## src/rtl/fetch_sequencer_pkg.sv

```systemverilog
// Shared definitions for the instruction fetch sequencer: FSM state
// encodings, the default halt encoding and the delivered-count width.
package fetch_sequencer_pkg;

  typedef enum logic [1:0] {
    ST_IDLE = 2'd0,
    ST_RUN  = 2'd1,
    ST_HALT = 2'd2
  } fetch_state_e;

  localparam logic [31:0] HALT_WORD_DEF = 32'hFFFF_FFFF;
  localparam int          CNT_W         = 16;

endpackage

```

## src/rtl/pc_next_mux.sv

```systemverilog
// Next-PC selection: jump beats branch, branch beats sequential increment.
// The increment wraps naturally at 2^ADDR_W.
module pc_next_mux #(
  parameter int ADDR_W = 5
) (
  input  logic [ADDR_W-1:0] pc_i,
  input  logic              jump_i,
  input  logic [ADDR_W-1:0] jump_target_i,
  input  logic              branch_taken_i,
  input  logic [ADDR_W-1:0] branch_target_i,
  output logic [ADDR_W-1:0] next_pc_o
);

  // Priority redirect mux
  always_comb begin
    if (jump_i)              next_pc_o = jump_target_i;
    else if (branch_taken_i) next_pc_o = branch_target_i;
    else                     next_pc_o = pc_i + ADDR_W'(1);
  end

endmodule

```

## src/rtl/fetch_sequencer.sv

```systemverilog
// Instruction fetch sequencer. Drives the PC to instruction memory, registers
// the returned word one cycle later, and stops on the halt encoding.
module fetch_sequencer
  import fetch_sequencer_pkg::*;
#(
  parameter int                ADDR_W    = 5,
  parameter int                DATA_W    = 32,
  parameter logic [DATA_W-1:0] HALT_WORD = DATA_W'(HALT_WORD_DEF)
) (
  input  logic              clk,
  input  logic              reset,
  input  logic              start,
  input  logic              stall,
  input  logic              jump,
  input  logic [ADDR_W-1:0] jump_target,
  input  logic              branch_taken,
  input  logic [ADDR_W-1:0] branch_target,
  input  logic [DATA_W-1:0] instru,
  output logic [ADDR_W-1:0] direinstru,
  output logic [DATA_W-1:0] instr_out,
  output logic              instr_valid,
  output logic              halted,
  output logic [CNT_W-1:0]  fetch_count
);

  fetch_state_e      state_q, state_d;
  logic [ADDR_W-1:0] pc_q, pc_d, pc_nxt;
  logic [DATA_W-1:0] out_q, out_d;
  logic              vld_q, vld_d;
  logic [CNT_W-1:0]  cnt_q, cnt_d;

  pc_next_mux #(.ADDR_W(ADDR_W)) u_pc_next_mux (
    .pc_i            (pc_q),
    .jump_i          (jump),
    .jump_target_i   (jump_target),
    .branch_taken_i  (branch_taken),
    .branch_target_i (branch_target),
    .next_pc_o       (pc_nxt)
  );

  // Next-state logic; everything holds unless a fetch completes or start fires.
  // instr_valid defaults low so it pulses for exactly one cycle per delivery.
  always_comb begin
    state_d = state_q;
    pc_d    = pc_q;
    out_d   = out_q;
    vld_d   = 1'b0;
    cnt_d   = cnt_q;
    case (state_q)
      ST_IDLE, ST_HALT: begin
        if (start) begin
          state_d = ST_RUN;
          pc_d    = '0;
          cnt_d   = '0;
        end
      end
      ST_RUN: begin
        // Redirects are only honoured on a cycle that actually fetches.
        if (!stall) begin
          if (instru == HALT_WORD) begin
            state_d = ST_HALT;
          end else begin
            out_d = instru;
            vld_d = 1'b1;
            pc_d  = pc_nxt;
            if (cnt_q != '1) cnt_d = cnt_q + CNT_W'(1);
          end
        end
      end
      default: state_d = ST_IDLE;
    endcase
  end

  // State registers with synchronous reset
  always_ff @(posedge clk) begin
    if (reset) begin
      state_q <= ST_IDLE;
      pc_q    <= '0;
      out_q   <= '0;
      vld_q   <= 1'b0;
      cnt_q   <= '0;
    end else begin
      state_q <= state_d;
      pc_q    <= pc_d;
      out_q   <= out_d;
      vld_q   <= vld_d;
      cnt_q   <= cnt_d;
    end
  end

  assign direinstru  = pc_q;
  assign instr_out   = out_q;
  assign instr_valid = vld_q;
  assign halted      = (state_q == ST_HALT);
  assign fetch_count = cnt_q;

endmodule

```

## config.mk

```make
export PLATFORM = sky130hd
export DESIGN_NAME = fetch_sequencer
export DESIGN_NICKNAME = d
export VERILOG_FILES = /design/src/rtl/fetch_sequencer_pkg.sv /design/src/rtl/pc_next_mux.sv /design/src/rtl/fetch_sequencer.sv
export SDC_FILE = /design/constraint.sdc
export NUM_CORES = 1
export LEC_CHECK = 0
export ABC_AREA = 0
export CORE_MARGIN = 3
export CORE_UTILIZATION = 43
export DETAILED_ROUTE_END_ITERATION = 10
export GPL_TIMING_DRIVEN = 1
export HOLD_SLACK_MARGIN = 0.12
export PLACE_DENSITY = 0.8
export SETUP_SLACK_MARGIN = 0.15
export SLEW_MARGIN = 40
export SYNTH_ARGS = -nofsm -noshare
export SYNTH_HDL_FRONTEND = slang
export SYNTH_HIERARCHICAL = 1
export SYNTH_SLANG_ARGS = --single-unit
```

## constraint.sdc

```tcl
create_clock -name clk -period 2.7 [get_ports clk]
set_input_delay 0.54 -clock clk [delete_from_list [all_inputs] [get_ports clk]]
set_output_delay 0.54 -clock clk [all_outputs]
set_load 0.02 [all_outputs]
```

; After elaboration in Yosys (flattened, before gate mapping)
; Index checks and enable logic that the tools add are counted.
; W data, S select, Z words.
[word_totals]
register_bits = 56
out_inout_bits = 55
word_cells = 43
in_bits = 48
[op_classes]
addsub = 2
eq_ne = 9
mux = 16
reduce_logical = 8
bitwise_logic = 3
[ops]
columns = op, count
row1 = $mux W16, 4
row2 = $eq A32 B32 Y1 const B, 1
row3 = $pmux W16 S2, 1
row4 = $mux W5, 5
row5 = $add A16 B1 Y16 const B, 1
row6 = $ne A16 B16 Y1 const B, 1
row7 = $ne A2 B2 Y1 const B, 5
row8 = $pmux W5 S2, 1
row9 = $mux W2, 3
row10 = $reduce_and A3 Y1, 2
row11 = $add A5 B1 Y5 const B, 1
row12 = $reduce_and A5 Y1, 1
row13 = $pmux W2 S2, 1
row14 = $reduce_and A4 Y1, 1
row15 = $not A1 Y1, 3
row16 = $reduce_or A3 Y1, 1
row17 = $eq A2 B1 Y1 const B, 1
row18 = $eq A2 B2 Y1 const B, 1
row19 = $logic_not A2 Y1, 1
row20 = $reduce_bool A2 Y1, 1
row21 = $reduce_or A2 Y1, 1
row22 = $mux W1, 1

; Logic depth before layout (Yosys ltp)
[depth]
ltp_word = 6
depth_mapped = 8

; Cells and area by module
; The synthesis kept the hierarchy.
[by_module_without_submodules]
columns = module, cells_per_inst, area_each_um2, instances, seq_area_each_um2
row1 = fetch_sequencer, 297, 2404.8, 1, 1121.1
row2 = pc_next_mux, 25, 166.4, 1, 0.0

; Worst setup path after synthesis
; No wires, ideal clock.
[synth_path]
kind = reg-to-reg
startpoint = reg cnt_q[0] (netlist: fetch_count[0])
endpoint = reg cnt_q[10] (netlist: fetch_count[10])
stages_incl_launch_ff = 8
arrival_time_ns = 2.201
period_less_slack_ns = 2.333
slack_ns = 0.367
path_cell_list = dfxtp_1 -> ha_1 -> nand3_2 -> or4_4 -> or3_4 -> buf_6 -> a31oi_1 -> a21oi_1
[synth_between]
elab_chain_cells = 5
[synth_rtl]
columns = item, line_no
row1 = from (decl), fetch_sequencer.sv:30  ; logic [CNT_W-1:0] cnt_q, cnt_d;
row2 = from (signal assigned), fetch_sequencer.sv:87  ; cnt_q <= cnt_d;
row3 = $add A16 B1 Y16, fetch_sequencer.sv:66  ; if (cnt_q != '1) cnt_d = cnt_q + CNT_W'(1);
row4 = $mux W16, fetch_sequencer.sv:66
row5 = $mux W16, fetch_sequencer.sv:60  ; if (instru == HALT_WORD) begin
row6 = $mux W16, fetch_sequencer.sv:59  ; if (!stall) begin
row7 = $pmux W16 S2, fetch_sequencer.sv:49  ; case (state_q)
; Several ways; a longest one is shown, not always the timed one. The select of a mux whose other input is x is not followed.
; A chain may end at the register's enable or synchronous reset.

; Final worst setup path
[layout_path]
startpoint = reg cnt_q[0] (netlist: fetch_count[0])
endpoint = reg cnt_q[4] (netlist: fetch_count[4])
; The elaborated chain is that of the path after synthesis.

==> flow_summary.ini <==
[sta]
finalHoldViolCount = 0
tns_ps = 0
fmax_mhz = 412
fin_crit_sh = 0.899
finalClockSkew_ps = 10.7
finalCriticalPeriod_ps = 2430
drv_slew = 0
max_slew_margin = 0.450
tightestPinTransition_ps = 823
setup_viol = 0
rsz0062_at_grt = false
holdWs_ps = 457

[power]
vdd_drop_max_uv = 299
p_leak_uw = 0.00130
power_density_nw_per_um2 = 461

[cts]
cts_buffers = 5
holdBufCountCts = 0
htreeDepth = 2
cts_resized = 0
clock_path_buffers = 2
cts_sinks = 56
cts_root_buf = clkbuf_8
cts.clk_slew.worst_paths_ps = 100
clock_latency_ps = 310
postCtsSetupBuffers = 0
cts_tree = yes

[finish]
drive_gt1_frac = 0.0713
nets = 470
nFillCells = 473
fin_cells = 493
seqCellArea_um2 = 1120
multi_input_area_um2 = 1350
diodes = 0
area_delta_synth_final_pct = 47.8

[setup_path]
critPathKind = flop to flop
arrival_ps = 2630
rr_endpoint = fetch_count[4]
end_kind = flop
cp.required_ps = 2900
rr_startpoint = fetch_count[0]
cp-startpoint = fetch_count[0]
r2r_slack_ps = 270
path_max_fanout = 12
r2r_cells = 6
endpoint = fetch_count[4]
critPathLaunchType = flop

[synth]
synthCells = 322
synth.area.top_cells = dfxtp_1 (44%), nand2_1 (12%), a21oi_1 (8.8%)
synth_cell_type_count = 51
ys.warnings.count = 6
synth_fp_nets = 372
synth_top_area_cell = dfxtp_1
synth_top_area_share = 0.436
ys_seq_area_frac = 0.436
ys.flop_type = dfxtp_1
synth_commonest_cells = nand2_1 (84), dfxtp_1 (56), a21oi_1 (45)
synth_edf_count = 0
syn_area_per_cell_um2 = 7.99
ys_ff_latch = 56
ys_async_sr_fraction = 0
synth_area_um2 = 2570
yosysMostFrequentCell = nand2_1

[floorplan]
die_area_um2 = 6940
start_util = 0.456
rows = 27
fp.dieW_um = 83.3
design.core.area_um2 = 5640
ios = 103
fp.dieH_um = 83.3

[global_routing]
grt.met2_usage = 0.351
grt_use_met1 = 0.242
grt_busiest_layer = met2
grt_overflow = 0
grt.met3_usage = 0.0625
antenna_found_initial = 0
grt_pass1_vias = 2609
grt_max_degree = 41
grt_usage = 0.207
grt_first_pass_wirelength_um = 12100

[outcome]
status = finished, final reports clean

[detailed_routing]
drt_wl_total_um = 7220
viasPerCell = 5.50
drc = 0
drtPass1Iterations = 4
wl_per_cell_um = 14.6
dr_total_vias = 2713
antenna_left = 0
drt_iter0_drc = 232

[placed_design]
hpwl_um = 5230
io_buffers = 102
gp_congestion = 0.842
dp_cells = 485

[job]
maxCapViolCount = 0

[min_path]
min_path_type = flop to flop
[critical path, stage by stage (launching register included)]
cell     delay, ps
dfxtp_1        410
ha_1           240
nand3_2        130
or4_4          610
or3_4          500
and2_1         210
a32o_1         210
[worst min-delay path by stage]
stage | startpoint | to | slack [ps] | cells after the start
CTS | instr_out[18] | instr_out[18] | 460 | 2
finish | instr_out[0] | instr_out[0] | 460 | 2
global placement | instr_out[0] | instr_out[0] | 440 | 2
global route | instr_out[19] | instr_out[19] | 480 | 2
floorplan | instr_out[0] | instr_out[0] | 530 | 2
detailed placement | instr_out[18] | instr_out[18] | 450 | 2
[per-layer routing]
layer,vias up,part of all wire
li1,1354,-
met1,1241,0.41
met2,105,0.48
met3,13,0.084
met4,0,0.024
met5,-,0
[registers in the layout, indices dropped and copies added, names as in the netlist]
signal	flops
fetch_count	16
state_q	2
instr_valid	1
direinstru	5
instr_out	32
[cells by family (layout without fill, tap and decap cells)]
logic type | Yosys count | in the layout | share of synthesized area
compound gates | 89 | 89 | 0.224
flops | 56 | 56 | 0.436
fa+ha+maj | 2 | 2 | 0.00973
xor+xnor | 1 | 1 | 0.00341
simple gates | 146 | 146 | 0.271
buf+inv | 25 | 124 | 0.0438
mux | 3 | 3 | 0.0122
[where the power goes]
part	switching (uW)	total [uW]	internal (uW)
clock	265	592	328
sequential	17.6	869	851
combinational	145	290	145
[metrics by stage]
step / util / power (uW) / instance area (um^2) / setup WS, ps
detailed placement: 0.651 / 1180 / 3670 / 247
global route: 0.674 / 1820 / 3800 / 177
finish: 0.674 / 1750 / 3800 / 274
floorplan: - / 1020 / 2570 / 367
CTS: 0.674 / 1760 / 3800 / 301
global placement: 0.651 / 1170 / 3670 / 209
[layout by cell type (no fill, tap or decap), drive strengths merged, types with 2 or more instances in the layout]
master | synthesis | routed
or3 | 2 | 2
nand2b | 3 | 3
a211oi | 2 | 2
nand2 | 84 | 84
nand4 | 11 | 11
nor4 | 3 | 3
dfxtp | 56 | 56
o31ai | 3 | 3
o211ai | 3 | 3
nor2 | 9 | 9
o21a | 2 | 2
nand3 | 12 | 12
inv | 4 | 4
nor2b | 4 | 4
and3 | 4 | 4
ha | 2 | 2
o21ai | 8 | 8
a311oi | 5 | 5
a31o | 2 | 2
or4 | 3 | 3
nor3 | 4 | 4
a41oi | 2 | 2
buf | 8 | 11
o221ai | 2 | 2
clkbuf | 13 | 7
a31oi | 7 | 7
mux2i | 2 | 2
a32o | 2 | 2
nand3b | 3 | 3
a21oi | 45 | 45
clkdlybuf4s50 | 0 | 101
[area by class of cell]
| type | instances | area share |
|---|---|---|
| Multi-Input combinational cell | 241 | 0.354 |
| Sequential cell | 56 | 0.295 |
| Timing Repair Buffer | 112 | 0.290 |
| Clock buffer | 7 | 0.0253 |
| Tap cell | 72 | 0.0237 |
| Clock inverter | 1 | 0.00790 |
| Inverter | 4 | 0.00395 |
Note: power is estimated with default switching activity, not from simulation.
